--- config.mk ---
export PLATFORM = sky130hd
export DESIGN_NAME = pic10_ctrl_seq
export DESIGN_NICKNAME = d
export VERILOG_FILES = /design/src/rtl/pic10_ctrl_seq.sv
export SDC_FILE = /design/constraint.sdc
export NUM_CORES = 1
export LEC_CHECK = 0
export CORE_ASPECT_RATIO = 1.75
export CORE_MARGIN = 2
export CORE_UTILIZATION = 46
export CTS_CLUSTER_DIAMETER = 200
export DETAILED_ROUTE_END_ITERATION = 10
export GPL_ROUTABILITY_DRIVEN = 0
export PLACE_DENSITY = 0.92
export SLEW_MARGIN = 20
export SYNTH_ARGS = -nofsm -noshare
export SYNTH_HDL_FRONTEND = slang
export SYNTH_SLANG_ARGS = --single-unit
--- constraint.sdc ---
create_clock -name clk -period 4.6 [get_ports clk]
set_input_delay 0.69 -clock clk [delete_from_list [all_inputs] [get_ports clk]]
set_output_delay 0.69 -clock clk [all_outputs]
set_load 0.05 [all_outputs]
--- src/rtl/pic10_ctrl_seq.sv ---
// PIC10 instruction sequencer: fetches from ROM, drives the ALU operands and
// commits ALU results to W or the RAM file at the end of each 4-clock Q-cycle.
module pic10_ctrl_seq #(
  parameter int unsigned     PC_W      = 9,
  parameter logic [PC_W-1:0] RESET_VEC = '0
) (
  input  logic            clk,
  input  logic            rst,
  input  logic            en,
  output logic [PC_W-1:0] rom_addr,
  input  logic [11:0]     rom_data,
  output logic [11:0]     ir_reg_bus,
  output logic [7:0]      w_reg_bus,
  input  logic [7:0]      ram_data_bus,
  output logic [4:0]      ram_addr,
  input  logic [7:0]      alu_bus,
  output logic [7:0]      ram_wr_data,
  output logic            ram_we,
  output logic [1:0]      q_state,
  output logic            illegal_op
);

  localparam int unsigned IR_W = 12;
  localparam int unsigned W_W  = 8;
  localparam int unsigned F_W  = 5;

  typedef enum logic [1:0] {
    Q1 = 2'd0,
    Q2 = 2'd1,
    Q3 = 2'd2,
    Q4 = 2'd3
  } q_e;

  q_e              q, q_nxt;
  logic [PC_W-1:0] pc, pc_nxt;
  logic [IR_W-1:0] ir, ir_nxt;
  logic [W_W-1:0]  w, w_nxt;

  logic dec_wr_w, dec_wr_ram, dec_skip_clr, dec_skip_set, dec_goto, dec_ill;
  logic test_bit, skip;

  // Instruction decode into writeback destination / PC redirect class
  always_comb begin
    dec_wr_w     = 1'b0;
    dec_wr_ram   = 1'b0;
    dec_skip_clr = 1'b0;
    dec_skip_set = 1'b0;
    dec_goto     = 1'b0;
    dec_ill      = 1'b0;
    unique case (ir[11:10])
      2'b00: begin
        if (ir[9:5] == 5'b00000) begin
          if (ir[4:3] == 2'b00) dec_ill = (ir[2:0] != 3'b000);
          else                  dec_wr_w = 1'b1;
        end else if (ir[9:5] == 5'b00001) begin
          dec_wr_ram = 1'b1;
        end else if (ir[9:5] == 5'b00010) begin
          if (ir[4:0] == 5'b00000) dec_wr_w = 1'b1;
          else                     dec_ill  = 1'b1;
        end else if (ir[9:5] == 5'b00011) begin
          dec_wr_ram = 1'b1;
        end else if (ir[5]) begin
          dec_wr_ram = 1'b1;
        end else begin
          dec_wr_w = 1'b1;
        end
      end
      2'b01: begin
        unique case (ir[9:8])
          2'b00, 2'b01: dec_wr_ram   = 1'b1;
          2'b10:        dec_skip_clr = 1'b1;
          2'b11:        dec_skip_set = 1'b1;
        endcase
      end
      2'b10: begin
        if (ir[9]) dec_goto = 1'b1;
        else       dec_ill  = 1'b1;
      end
      2'b11: dec_wr_w = 1'b1;
    endcase
  end

  assign test_bit = ram_data_bus[ir[7:5]];
  assign skip     = (dec_skip_clr & ~test_bit) | (dec_skip_set & test_bit);

  // Phase sequencing, fetch in Q1, commit in Q4
  always_comb begin
    q_nxt  = q;
    pc_nxt = pc;
    ir_nxt = ir;
    w_nxt  = w;
    unique case (q)
      Q1: begin
        if (en) begin
          ir_nxt = rom_data;
          pc_nxt = pc + PC_W'(1);
          q_nxt  = Q2;
        end
      end
      Q2: q_nxt = Q3;
      Q3: q_nxt = Q4;
      Q4: begin
        q_nxt = Q1;
        if (dec_wr_w) w_nxt = alu_bus;
        if (dec_goto)  pc_nxt = PC_W'(ir[8:0]);
        else if (skip) pc_nxt = pc + PC_W'(1);
      end
    endcase
  end

  always_ff @(posedge clk) begin
    if (rst) begin
      q  <= Q1;
      pc <= RESET_VEC;
      ir <= '0;
      w  <= '0;
    end else begin
      q  <= q_nxt;
      pc <= pc_nxt;
      ir <= ir_nxt;
      w  <= w_nxt;
    end
  end

  // Strobes are decodes of registered state, so they are clean for the whole Q4
  assign ram_we      = (q == Q4) & dec_wr_ram;
  assign illegal_op  = (q == Q4) & dec_ill;
  assign rom_addr    = pc;
  assign ir_reg_bus  = ir;
  assign w_reg_bus   = w;
  assign ram_addr    = ir[F_W-1:0];
  assign ram_wr_data = alu_bus;
  assign q_state     = q;

endmodule

==> results.yml <==
timing:
  finalSetupViolCount: 0
  fin_crit_sh_pct: 69.0
  period_needed_ps: 3170
  tightest_slew_ps: 899
  fin_hold_ws_ps: 454
  fin_skew_ps: 4.29
  slew_headroom_pct: 39.9
  rsz0062_at_grt: "no"
  max_freq_mhz: 315
  slew_violations: 0
  hold_viol_final: 0
  finalSetupTns_ps: 0
setup_path:
  crit_type: "reg2out"
  crit_fanout: 8
  cp.arrival_ps: 2480
  cp_slowest_cell: "clkdlybuf4s50_1"
  required_ps: 3910
  end_kind: "output pin"
  r2r_slack_ps: 2000
  crit_family: "buffers and inverters"
  critPathMaxStageDelay_ps: 830
  r2r_end: "rom_addr[4]"
  critical_path_buf_inv_count: 1
  r2r_cells: 7
  path_cells: "nor4_1 -> nand4_1 -> a21boi_0 -> clkdlybuf4s50_1"
  r2r-start: "q_state[0]"
  cp-start-kind: "flop"
logic_synthesis:
  synth_flop_cell: "dfxtp_1"
  avgSynthCellArea_um2: 8.13
  yosys.area.top_type: "dfxtp_1"
  yosys_register_bits: 31
  syn_nets: 265
  yosysUniqueCellTypes: 37
  synth_edf_count: 0
  synth_area_um2: 1830
  synthArstFlopShare_pct: 0
  synth.top_cells.by_area: "dfxtp_1 34%, nand2_1 11%, ha_1 6.2%, mux2i_1 5.5%, buf_4 5.3%"
  ys_seq_area_share_pct: 33.9
  synth.top_cell.area_share_pct: 33.9
  synthCells: 225
  yosysMostFrequentCell: "nand2_1"
  yosysWarnings: 0
  synthTopCellsByCount: "54 x nand2_1, 31 x dfxtp_1, 19 x a21oi_1, 13 x buf_4, 10 x mux2i_1"
detailed_routing:
  routed_via_density: 5.54
  wirelength_mm: 4.82
  drtIter0Drc: 31
  routedWlPerCell_um: 14.4
  drc: 0
  antenna_left: 0
  vias: 1856
  drt_first_pass_iters: 4
final_layout:
  area_delta_synth_final_pct: 42.1
  seq_area_um2: 621
  diodes: 0
  final_area_um2: 2600
  fin_nets: 326
  drive_gt1_share_pct: 4.88
  finalNonFillerCells: 335
  nFillCells: 328
  multiInputGateArea_um2: 1050
floorplanning:
  die_w_um: 51.7
  die_h_um: 87.4
  core_um2: 3830
  die_area_um2: 4520
  rows: 30
  io_pins: 77
  initial_core_util_pct: 47.8
clocking:
  cts_setup_buffers: 0
  root_buffer: "clkbuf_8"
  clockBufferDepth: 2
  cts_buffers: 5
  cts_tree: "yes"
  cts_hold_buf: 0
  ctsResizeCount: 0
  clk_latency_ps: 280
  cts.sinks: 31
  h-tree-depth: 2
  path_clk_slew_ps: 60
min_path:
  whs_path_depth: 2
  min_from: "w_reg_bus[3]"
  min-delay-path-class: "reg2reg"
  hold_end: "w_reg_bus[3]"
placed_design:
  dpl_cell_area_um2: 2520
  dp_hpwl_mm: 3.66
  io_buffers: 76
  dp.cells: 327
pwr:
  power_density_nw_per_um2: 426
  power_mw: 1.11
  vdd.ir_drop.worst_v: 0.000285
  leakagePower_nw: 0.915
global_routing:
  grt_max_degree: 25
  antenna_found_initial: 0
  overflow: 0
  grt_pass1_vias: 1763
  grt_pass1_wl_mm: 7.96
  track_usage_pct: 23.1
flow_run:
  maxCapViolCount: 0
outcome:
  run_status: "completed"
-- where the power goes --
group | switching (mW) | total, mW | internal (mW)
Sequential | 0.0535 | 0.358 | 0.305
Combinational | 0.353 | 0.547 | 0.194
Clock | 0.0959 | 0.202 | 0.106
Total | 0.503 | 1.11 | 0.605
-- kinds of logic after synthesis --
family          Yosys count  synth area share, %
compound gates           50                 17.5
fa+ha+maj                 9                 6.16
buf+inv                  30                 8.82
flops                    31                 33.9
mux                      14                 9.58
simple gates             91                 24.0
-- worst reg2reg max path, stage by stage, from the launching register on --
cell and delay [ps]:
dfxtp_1 330, inv_1 130, ha_1 210, nor2b_1 440
a21oi_1 210, nor3b_1 780, o311ai_0 280, o31ai_1 120
-- state kept, by name, summed over array words and instances (netlist names) --
name        count
q_state         2
ir_reg_bus     12
w_reg_bus       8
rom_addr        9
-- routing by layer --
metal	vias up	share of wire [%]	track usage [%]	wire [µm]
met5	-	0	0	0
met2	80	54	39.4	2600
li1	902	-	-	-
met1	858	35	23.8	1700
met3	16	6.5	4.98	312
met4	0	4.3	17.7	209
-- worst max path at each step --
stage	from	to	slack [ps]	cells after the start
floorplan	ir_reg_bus[5]	illegal_op	1680	3
global placement	ram_data_bus[3]	rom_addr[1]	1710	6
detailed placement	en	rom_addr[4]	1630	6
CTS	ir_reg_bus[5]	illegal_op	1440	4
global route	ir_reg_bus[5]	illegal_op	1260	4
finish	ir_reg_bus[5]	illegal_op	1430	4
-- per-stage QoR --
step / worst slack (ps) / utilization, %
after floorplan: 1680 / -
after global placement: 1710 / 65.8
after detailed placement: 1630 / 65.8
after CTS: 1440 / 67.9
after global routing: 1260 / 67.9
final: 1430 / 67.9
-- layout make-up --
type,instances,share of cell area [%]
clock inverters,1,0.192
inverters,8,1.15
well taps,48,2.31
flip-flops and latches,31,23.9
repair buffers,76,29.3
clock buffers,7,2.94
multi-input cells,164,40.3
-- placed cells by master (no fill, tap or decap), drive strengths merged, types with 7 or more instances in the layout --
cell type / instances
ha: 9
dfxtp: 31
o311ai: 7
mux2i: 10
nor3: 7
clkbuf: 7
clkdlybuf4s50: 76
o31ai: 8
nand2: 54
nor2: 7
o21ai: 7
inv: 8
a21oi: 20
No activity file was read; power rests on OpenSTA's default activity.
==> edit, RTL diff (same flow settings) <==
Put a register stage on the outputs `ram_addr`, `ram_wr_data`, `ram_we` and `illegal_op`, without a reset. The values now appear one clock later. The other outputs are not delayed to match.
--- a/src/rtl/pic10_ctrl_seq.sv
+++ b/src/rtl/pic10_ctrl_seq.sv
@@ -123,13 +123,15 @@
   end
 
   // Strobes are decodes of registered state, so they are clean for the whole Q4
-  assign ram_we      = (q == Q4) & dec_wr_ram;
-  assign illegal_op  = (q == Q4) & dec_ill;
+  always_ff @(posedge clk) begin
+    ram_addr    <= ir[F_W-1:0];
+    ram_wr_data <= alu_bus;
+    ram_we      <= (q == Q4) & dec_wr_ram;
+    illegal_op  <= (q == Q4) & dec_ill;
+  end
   assign rom_addr    = pc;
   assign ir_reg_bus  = ir;
   assign w_reg_bus   = w;
-  assign ram_addr    = ir[F_W-1:0];
-  assign ram_wr_data = alu_bus;
   assign q_state     = q;
 
 endmodule
Behaviour: not the same (Yosys sat finds a counterexample within 4 cycles, from zero or initial values and one cycle with rst high).
==> edit against the original RTL <==
- total power grew 22%
- critical path type is now reg2reg
- non-clock buffer count unchanged
- synthesized cell count up 2.7%
- sequential power rose by 40%
- routed wire length rose by 8.0%
- critical endpoint is now rom_addr[5]
- critical path depth rose by 2
- worst setup slack improved by 570 ps
- design area increased by 13%
- area after synthesis rose by 12%
- sequential cell count increased by 15
==> edit: results <==
[setup_path]
setup.worst_path.start = "q_state[1]"
crit_fanout = 13
cp-endpoint = "rom_addr[5]"
crit_slowest_cell = "a21oi_1"
ff2ff_path_depth = 6
max_stage_delay_ps = 830
worstPathArrival_ps = 2760

[status]
status = "complete, no violations"

[global_route]
grt_pass1_wl_um = 8410
grt_pass1_vias = 1878
grtUsageTotal_pct = 22.5
grt_max_degree = 24

[clocking]
clock_latency_ps = 300
cts_max_level = 2
clk_pin_slew_ps = 90
cts_buffers = 5
clock_path_buffers = 2
cts_resized = 0
post_cts_buffers = 0
root_buffer = "clkbuf_8"

[cells_and_area]
layout-drive-gt1-share_pct = 4.95
finalNonFillerCells = 354
nFillCells = 339
diodes = 0
num-nets-final = 342

[synthesis]
synth_top_family_by_area = "simple AND/OR/NAND/NOR gates"
synth_compound_area_share_pct = 16.1
muxShareOfSynthArea_pct = 9.16
synth_xor_area_share_pct = 0
synthTopCellsByArea = "dfxtp_1 (45%), nand2_1 (10%), ha_1 (5.5%)"
synth_nets = 271
synth_commonest_cells = "nand2_1 (55), dfxtp_1 (46), a21oi_1 (19)"
yosysSeqAreaShare_pct = 44.9
synthAdderAreaFrac_pct = 5.49
yosys_warnings = 0
yosys.cell_types.count = 42
synth_ff_type = "dfxtp_1"
syn_avg_cell_area_um2 = 8.87

[sta]
worst_slew_pin_slew_ps = 907
worst_clock_skew_ps = 9.24
period_needed_ps = 2600

[placed_design]
pre_cts_slack_ps = 1720
postPlaceCellArea_um2 = 2810
place_hpwl_um = 3770

[routing]
drt-total-wl_um = 5210
drt_pre_antenna_iters = 5
vias_per_cell = 5.49
drt-initial-drc-count = 52

[min_path]
min_path_type = "reg2reg"

[power]
p_leak_nw = 1.07
switching_share_pct = 39.7
peakVddDrop_uv = 340

[floorplanning]
core_um2 = 4360
-- edit: cell count changes after synthesis, sizes merged, moves of 5 or more --
cell	delta
buf	-9
dfxtp	+15
o311ai	-7
o31ai	-5
-- edit: worst max-delay path, delay by kind of cell (launching register included) --
family / cells / cell delay, ps
and+or+nand+nor: 2 / 510
adders and majority gates: 1 / 280
AOI/OAI and AO/OA: 3 / 1270
DFF: 1 / 400
-- edit: power by group through the flow --
stage          logic [W]  clock network, W  registers, W
2_1_floorplan   0.000225                 0      0.000657
3_3_place_gp    0.000528                 0      0.000507
3_5_place_dp    0.000538                 0      0.000509
4_1_cts         0.000541          0.000309      0.000501
5_1_grt         0.000581          0.000321      0.000509
6_report        0.000540          0.000305      0.000501
-- edit: area by class of cell --
cell class / count / area, um^2 / area share [%]
Multi-Input combinational cell: 165 / 1040 / 35.5
Sequential cell: 46 / 921 / 31.5
Timing Repair Buffer: 76 / 761 / 26.0
Clock buffer: 5 / 68.8 / 2.35
Tap cell: 51 / 63.8 / 2.18
Clock inverter: 3 / 43.8 / 1.50
Inverter: 8 / 30.0 / 1.03
-- edit: worst min path at each step --
stage | from | to | slack (ps) | cells past startpoint
floorplan | ir_reg_bus[2] | ram_addr[2] | 620 | 0
global placement | ir_reg_bus[2] | ram_addr[2] | 420 | 0
detailed placement | ir_reg_bus[2] | ram_addr[2] | 420 | 0
CTS | ir_reg_bus[2] | ram_addr[2] | 430 | 0
global route | ir_reg_bus[2] | ram_addr[2] | 440 | 0
finish | ir_reg_bus[2] | ram_addr[2] | 430 | 0
-- edit: per-layer routing --
layer / vias up / global-route usage [%] / routed length [um]
met5: - / 0 / 0
met3: 17 / 4.19 / 181
li1: 950 / - / -
met4: 0 / 12.1 / 175
met2: 66 / 38.8 / 2910
met1: 910 / 24.6 / 1950
